[config.mk]
export PLATFORM = sky130hd
export DESIGN_NAME = mc_control_fsm
export DESIGN_NICKNAME = d
export VERILOG_FILES = /design/src/rtl/mc_control_fsm.sv
export SDC_FILE = /design/constraint.sdc
export NUM_CORES = 1
export LEC_CHECK = 0
export ABC_AREA = 1
export BUFFER_PORTS_ARGS = -buffer_cell sky130_fd_sc_hd__buf_2
export CAP_MARGIN = 20
export CORE_MARGIN = 5
export CORE_UTILIZATION = 25
export DETAILED_ROUTE_END_ITERATION = 6
export GPL_TIMING_DRIVEN = 0
export PLACE_DENSITY = 0.53
export SYNTH_ARGS = -nofsm -noshare
export SYNTH_HDL_FRONTEND = slang
export SYNTH_SLANG_ARGS = --single-unit
[constraint.sdc]
create_clock -name clk -period 1.1 [get_ports clk]
set_clock_uncertainty 0.15 [all_clocks]
set_input_delay 0.055 -clock clk [delete_from_list [all_inputs] [get_ports clk]]
set_output_delay 0.055 -clock clk [all_outputs]
set_load 0.005 [all_outputs]
[src/rtl/mc_control_fsm.sv]
// Main controller for the multi-cycle RV32I datapath: a Moore FSM that drives every
// write enable and mux select, with a memory-ready stall handshake plus retire/illegal pulses.
module mc_control_fsm (
  input  logic       clk,
  input  logic       rstn,
  input  logic [6:0] opcode,
  input  logic [2:0] funct3,
  input  logic       funct7_5,
  input  logic       zero_flag,
  input  logic       mem_ready,
  output logic       pc_write,
  output logic       reg_write,
  output logic       mem_write,
  output logic       ir_write,
  output logic [1:0] result_src,
  output logic [1:0] alu_src_a,
  output logic [1:0] alu_src_b,
  output logic       adr_src,
  output logic [2:0] alu_control,
  output logic [1:0] imm_src,
  output logic       instr_retire,
  output logic       illegal_instr,
  output logic [3:0] state_dbg
);

  typedef enum logic [3:0] {
    FETCH    = 4'd0,
    DECODE   = 4'd1,
    MEMADR   = 4'd2,
    MEMREAD  = 4'd3,
    MEMWB    = 4'd4,
    MEMWRITE = 4'd5,
    EXECR    = 4'd6,
    EXECI    = 4'd7,
    ALUWB    = 4'd8,
    BRANCH   = 4'd9,
    JAL      = 4'd10
  } state_t;

  localparam logic [6:0] OP_LOAD  = 7'b0000011;
  localparam logic [6:0] OP_STORE = 7'b0100011;
  localparam logic [6:0] OP_R     = 7'b0110011;
  localparam logic [6:0] OP_I     = 7'b0010011;
  localparam logic [6:0] OP_BR    = 7'b1100011;
  localparam logic [6:0] OP_JAL   = 7'b1101111;

  localparam logic [2:0] ALU_ADD = 3'b000;
  localparam logic [2:0] ALU_SUB = 3'b001;
  localparam logic [2:0] ALU_AND = 3'b010;
  localparam logic [2:0] ALU_OR  = 3'b011;
  localparam logic [2:0] ALU_SLT = 3'b101;

  state_t     state;
  state_t     next;
  logic [2:0] alu_dec;
  logic       alu_f3_ok;
  logic       br_f3_ok;

  always_ff @(posedge clk) begin
    if (!rstn) state <= FETCH;
    else       state <= next;
  end

  // funct3 legality is checked here so DECODE can reject encodings before any side effect
  always_comb begin
    alu_f3_ok = (funct3 == 3'b000) || (funct3 == 3'b010) ||
                (funct3 == 3'b110) || (funct3 == 3'b111);
    br_f3_ok  = (funct3 == 3'b000) || (funct3 == 3'b001);
    case (funct3)
      3'b000:  alu_dec = (opcode == OP_R && funct7_5) ? ALU_SUB : ALU_ADD;
      3'b010:  alu_dec = ALU_SLT;
      3'b110:  alu_dec = ALU_OR;
      3'b111:  alu_dec = ALU_AND;
      default: alu_dec = ALU_ADD;
    endcase
  end

  always_comb begin
    case (opcode)
      OP_STORE: imm_src = 2'b01;
      OP_BR:    imm_src = 2'b10;
      OP_JAL:   imm_src = 2'b11;
      default:  imm_src = 2'b00;
    endcase
  end

  always_comb begin
    next          = FETCH;
    pc_write      = 1'b0;
    reg_write     = 1'b0;
    mem_write     = 1'b0;
    ir_write      = 1'b0;
    result_src    = 2'd0;
    alu_src_a     = 2'd0;
    alu_src_b     = 2'd0;
    adr_src       = 1'b0;
    alu_control   = ALU_ADD;
    instr_retire  = 1'b0;
    illegal_instr = 1'b0;
    state_dbg     = state;
    case (state)
      FETCH: begin
        alu_src_b  = 2'd2;
        result_src = 2'd2;
        ir_write   = mem_ready;
        pc_write   = mem_ready;
        next       = mem_ready ? DECODE : FETCH;
      end
      DECODE: begin
        alu_src_a = 2'd1;
        alu_src_b = 2'd1;
        case (opcode)
          OP_LOAD, OP_STORE: next = MEMADR;
          OP_R:   if (alu_f3_ok) next = EXECR;  else illegal_instr = 1'b1;
          OP_I:   if (alu_f3_ok) next = EXECI;  else illegal_instr = 1'b1;
          OP_BR:  if (br_f3_ok)  next = BRANCH; else illegal_instr = 1'b1;
          OP_JAL: next = JAL;
          default: illegal_instr = 1'b1;
        endcase
      end
      MEMADR: begin
        alu_src_a = 2'd2;
        alu_src_b = 2'd1;
        next      = opcode[5] ? MEMWRITE : MEMREAD;
      end
      MEMREAD: begin
        adr_src = 1'b1;
        next    = mem_ready ? MEMWB : MEMREAD;
      end
      MEMWB: begin
        result_src   = 2'd1;
        reg_write    = 1'b1;
        instr_retire = 1'b1;
      end
      MEMWRITE: begin
        adr_src      = 1'b1;
        mem_write    = 1'b1;
        instr_retire = mem_ready;
        next         = mem_ready ? FETCH : MEMWRITE;
      end
      EXECR: begin
        alu_src_a   = 2'd2;
        alu_control = alu_dec;
        next        = ALUWB;
      end
      EXECI: begin
        alu_src_a   = 2'd2;
        alu_src_b   = 2'd1;
        alu_control = alu_dec;
        next        = ALUWB;
      end
      ALUWB: begin
        reg_write    = 1'b1;
        instr_retire = 1'b1;
      end
      BRANCH: begin
        alu_src_a    = 2'd2;
        alu_control  = ALU_SUB;
        instr_retire = 1'b1;
        if (funct3 == 3'b000)      pc_write = zero_flag;
        else if (funct3 == 3'b001) pc_write = ~zero_flag;
      end
      JAL: begin
        alu_src_a = 2'd1;
        alu_src_b = 2'd2;
        pc_write  = 1'b1;
        next      = ALUWB;
      end
      default: next = FETCH;
    endcase
    // Reset aborts whatever is in flight: nothing but the immediate decode may leak out
    if (!rstn) begin
      next          = FETCH;
      pc_write      = 1'b0;
      reg_write     = 1'b0;
      mem_write     = 1'b0;
      ir_write      = 1'b0;
      result_src    = 2'd0;
      alu_src_a     = 2'd0;
      alu_src_b     = 2'd0;
      adr_src       = 1'b0;
      alu_control   = ALU_ADD;
      instr_retire  = 1'b0;
      illegal_instr = 1'b0;
      state_dbg     = 4'd0;
    end
  end

endmodule

# [Word-level counts from Yosys, hierarchy flattened]
# Cells that the tools add are included.
[totals] out_inout_bits=22 wordCells=81 in_bits=15 reg_bits=4
[op_classes] reduce_logical=19 n_eq_ne=20 mux=40 bitwise=1
[op_table] cell="$pmux W4 S6" count=1
[op_table] cell="$pmux W4 S5" count=1
[op_table] cell="$mux W1" count=18
[op_table] cell="$mux W3" count=6
[op_table] cell="$eq A4 B3 Y1 const B" count=4
[op_table] cell="$eq A7 B6 Y1 const B" count=2
[op_table] cell="$eq A7 B7 Y1 const B" count=2
[op_table] cell="$reduce_or A2 Y1" count=7
[op_table] cell="$eq A4 B4 Y1 const B" count=3
[op_table] cell="$pmux W2 S2" count=3
[op_table] cell="$pmux W3 S4" count=1
[op_table] cell="$reduce_or A3 Y1" count=4
[op_table] cell="$eq A4 B2 Y1 const B" count=2
[op_table] cell="$mux W4" count=2
[op_table] cell="$eq A7 B2 Y1 const B" count=1
[op_table] cell="$eq A7 B5 Y1 const B" count=1
[op_table] cell="$eq A3 B3 Y1 const B" count=2
[op_table] cell="$mux W2" count=3
[op_table] cell="$pmux W1 S3" count=2
[op_table] cell="$pmux W2 S3" count=1
[op_table] cell="$pmux W3 S2" count=1
[op_table] cell="$eq A4 B1 Y1 const B" count=1
[op_table] cell="$logic_not A4 Y1" count=1
[op_table] cell="$logic_or A1 B1 Y1" count=4
[op_table] cell="other kinds (7)" count=7

# [Logic depth before layout (Yosys ltp)]
[depth] ltp_word=8 ltp_mapped=8 ltp_nobuf=8

# [Least setup slack after synthesis]
# Ideal clock, no wire load.
[synth_path] path_kind="reg-to-reg" startpoint="register state[3]" endpoint="register state[2]" t_required_ns=0.830 arrival_ns=0.905 setup_slack_ns=-0.075 n_path_buf=0 setup_time_ns=0.120 period_less_slack_ns=1.175 path_stages_with_launch=8 cell_sequence="dfxtp_1 -> inv_2 -> nand2_4 -> nor2_1 -> nand2_1 -> o21ai_0 -> a21oi_1 -> a21oi_1"
[synth_between] elab_chain_len=3 word_cells_on_any_way=10 cone_classes="eq/ne (7); mux (1); reduce/logical (2)"
[synth_lines] element="start, declared" line="53" text="state_t state;"
[synth_lines] element="start signal, assigned" line="61" text="else state <= next;"
[synth_lines] element="$eq A4 B4 Y1 / $eq A4 B3 Y1 (equally long branches)" line="101" text="case (state)"
[synth_lines] element="$reduce_or A3 Y1 (no source line)"
[synth_lines] element="$pmux W4 S6 *" line="101"
# Every way passes the cells marked *; elsewhere a longest branch is shown, timed or not.
# A chain may end at the register's enable or synchronous reset.

# [Worst setup path after layout]
[layout_path] startpoint="register state[2]" endpoint="output port alu_src_b[0]"
[layout_between] elab_chain_len=4 word_cells_on_any_way=9 cone_classes="eq/ne (4); mux (2); reduce/logical (3)"
[layout_lines] element="$eq A4 B1 Y1 (tied with other cells)" line="101"
[layout_lines] element="$reduce_or A3 Y1 (no source line) / $reduce_or A2 Y1 (equally long branches)"
[layout_lines] element="$pmux W2 S2 *" line="101"
[layout_lines] element="$mux W2 *" line="172" text="if (!rstn) begin"
[layout_lines] element="end, declared" line="17" text="output logic [1:0] alu_src_b,"
# Marked as above.

==> flow_metrics.tcl <==
set metrics [dict create \
    clock_path_buffers 2 \
    hold_violations 0 \
    critical_path.startpoint "state[2]" \
    die-width_um 62.2 \
    setup.worst_path.end "alu_src_b[0]" \
    totalPowerFinal_mw 0.518 \
    maxSlewHeadroom 0.840 \
    coreArea_um2 2690 \
    gp_routability_congestion 0.782 \
    total_i_o_pin_count 37 \
    drcViolationCount 0 \
    seq_area_frac_synth 0.117 \
    ys_types 20 \
    r2r.worst_path.cells 8 \
    maximum_capacitance_violations 0 \
    cts_buffers 3 \
    synth_fp_nets 151 \
    worst_slack_ns -0.366 \
    timing.rr.start "state[0]" \
    status "finished with violations" \
    number_of_antenna_violations_at_the_first_check_in_global_routing 0 \
    largest_registers "state (4)" \
    number_of_global_route_vias_before_repair 969 \
    layout.cells.most_common "sky130_fd_sc_hd__buf_2" \
    initial_core_util 0.254 \
    ant_nets 0 \
    route.vias.total 985 \
    slew_viol_final 0 \
    detail_route.wl_per_cell_um 11.4 \
    vdd.ir_drop.worst_mv 0.263 \
    most_frequent_cells_in_the_layout "sky130_fd_sc_hd__buf_2 (37), sky130_fd_sc_hd__nand2_1 (33), sky130_fd_sc_hd__inv_1 (18), sky130_fd_sc_hd__nor2_1 (14), sky130_fd_sc_hd__nand3_1 (8)" \
    worst_pin_slew_ns 0.240 \
    crit_required_ns 0.89 \
    worst_ep_arrival_time_ns 1.26 \
    std_cell_rows 19 \
    fill_cells 317 \
    number_of_port_buffers 35 \
    synthesis.area_um2 682 \
    max_reg_flops 4 \
    tritoncts "yes" \
    cts-root-buf "sky130_fd_sc_hd__clkbuf_4" \
    synth_seq_cells 4 \
    grt_max_degree 11 \
    floorplan.die_area_um2 3870 \
    area_delta_synth_final_pct 60.7 \
    grt_first_pass_wirelength_um 3970 \
    r2r_end "state[1]" \
    combined_area_of_the_multi_input_logic_cells_um2 596 \
    yosys_warnings 0 \
    synth_cells 136 \
    fin_nets 196 \
    max_freq_ghz 0.682 \
    detail_route.vias_per_cell 4.69 \
    critical_path_class "reg2out" \
    finalWorstPathRequiredPeriod_ns 1.47 \
    cts_hold_buf 0 \
    crit_path_start_kind "flop" \
    min_path_type "in2reg" \
    biggest_register "state" \
    regToRegSetupSlack_ns -0.19 \
    htree_num_levels 1 \
    fp.dieH_um 62.2 \
    grt.total_usage 0.119 \
    clock_latency_ns 0.23 \
    failed_checks "negative setup slack" \
    clock_net_sink_count 4 \
    rsz0062_at_grt "yes" \
    post-route-period-util 1.33 \
    final-setup-viol-count 21 \
    antenna_cells 0 \
    grt.overflow.total 0 \
    powerDensity_nw_per_um2 472 \
    crit_path_end_kind "output port" \
    dr.first_iter.drc_count 15 \
    layout.area.seq_um2 95.1 \
    worstPathMaxFanout 4 \
    preCtsSetupSlack_ns -0.176 \
    leakage_nw 0.627 \
    avgSynthCellArea_um2 5.01 \
    drtPass1Iterations 6 \
    clkSlewWorstSetupHoldPaths_ns 0.04 \
    routed_wire_length_um 2390 \
    drive_gt1_frac 0.492 \
    detailed_place_hpwl_um 1890 \
]
final cells by class:
cell class / count / area share
multi-input combinational: 102 / 0.543
inverter: 28 / 0.107
timing repair buffer: 40 / 0.197
buffer: 2 / 0.00913
tap: 31 / 0.0354
clock buffer: 3 / 0.0205
sequential: 4 / 0.0868
synthesized netlist by cell type:
library cell	count	area [um2]
sky130_fd_sc_hd__o21ai_0	7	35.0
sky130_fd_sc_hd__nor2_8	1	20.0
sky130_fd_sc_hd__nor2_2	2	12.5
sky130_fd_sc_hd__nand2_4	1	11.3
sky130_fd_sc_hd__nor4_1	1	6.26
sky130_fd_sc_hd__nor2_1	21	78.8
sky130_fd_sc_hd__nor2_4	2	22.5
sky130_fd_sc_hd__inv_2	6	22.5
sky130_fd_sc_hd__dfxtp_1	4	80.1
sky130_fd_sc_hd__nand4_1	2	12.5
sky130_fd_sc_hd__a21oi_1	6	30.0
sky130_fd_sc_hd__o22ai_1	1	6.26
sky130_fd_sc_hd__nand3_1	10	50.1
sky130_fd_sc_hd__nand2_1	39	146
sky130_fd_sc_hd__buf_2	2	10.0
sky130_fd_sc_hd__nor3_1	3	15.0
sky130_fd_sc_hd__a31oi_1	4	25.0
sky130_fd_sc_hd__o211ai_1	1	7.51
sky130_fd_sc_hd__inv_1	22	82.6
sky130_fd_sc_hd__o21bai_1	1	7.51
critical path, cell delays in order (launching register included):
cell and delay (ns):
sky130_fd_sc_hd__dfxtp_4 0.36, sky130_fd_sc_hd__inv_4 0.05, sky130_fd_sc_hd__nor2_4 0.14, sky130_fd_sc_hd__inv_4 0.07
sky130_fd_sc_hd__o211ai_1 0.18, sky130_fd_sc_hd__nand2_1 0.07, sky130_fd_sc_hd__inv_1 0.05, sky130_fd_sc_hd__buf_2 0.10
repair_timing:
action | in CTS | in global routing
buffers inserted | 4 | 1
pin swaps | 2 | 5
setup endpoints to repair | 20 | 22
gates resized for setup | 21 | 24
logic make-up after synthesis:
kind of cell / Yosys count / synth area share
simple gates: 82 / 0.550
buf+inv: 30 / 0.169
compound gates: 20 / 0.163
flops: 4 / 0.117
power by group:
part | switching (mW) | internal [mW] | leakage, nW
Clock | 0.0538 | 0.122 | 0.0138
Sequential | 0.00467 | 0.141 | 0.0355
Combinational | 0.120 | 0.0770 | 0.578
Total | 0.179 | 0.339 | 0.627
stage by stage:
stage               std cells  hold slack, ns  cell area [um2]  setup TNS [ns]  utilization
floorplan                 136          0.0631              689         -0.0609            -
global placement          202           0.259              903           -1.75        0.336
detailed placement        202           0.262              903           -1.76        0.336
CTS                       209          0.0143             1010           -5.75        0.377
global route              210          0.0606             1100           -7.35        0.408
finish                    210          0.0175             1100           -5.50        0.408
metal layers:
metal	up-vias	part of all wire	GRT usage
li1	517	-	-
met1	449	0.44	0.144
met2	19	0.53	0.209
met3	0	0.031	0.0144
met4	0	0	0.0515
met5	-	0	0
how the worst min path moves through the flow:
stage	cells past startpoint	slack, ns	endpoint	from
global placement	4	0.26	state[1]	opcode[5]
finish	4	0.02	state[1]	opcode[5]
detailed placement	4	0.26	state[1]	opcode[5]
CTS	4	0.01	state[1]	opcode[5]
global route	4	0.06	state[1]	opcode[5]
floorplan	2	0.06	imm_src[0]	opcode[5]
Note: power is estimated with default switching activity, not from simulation.
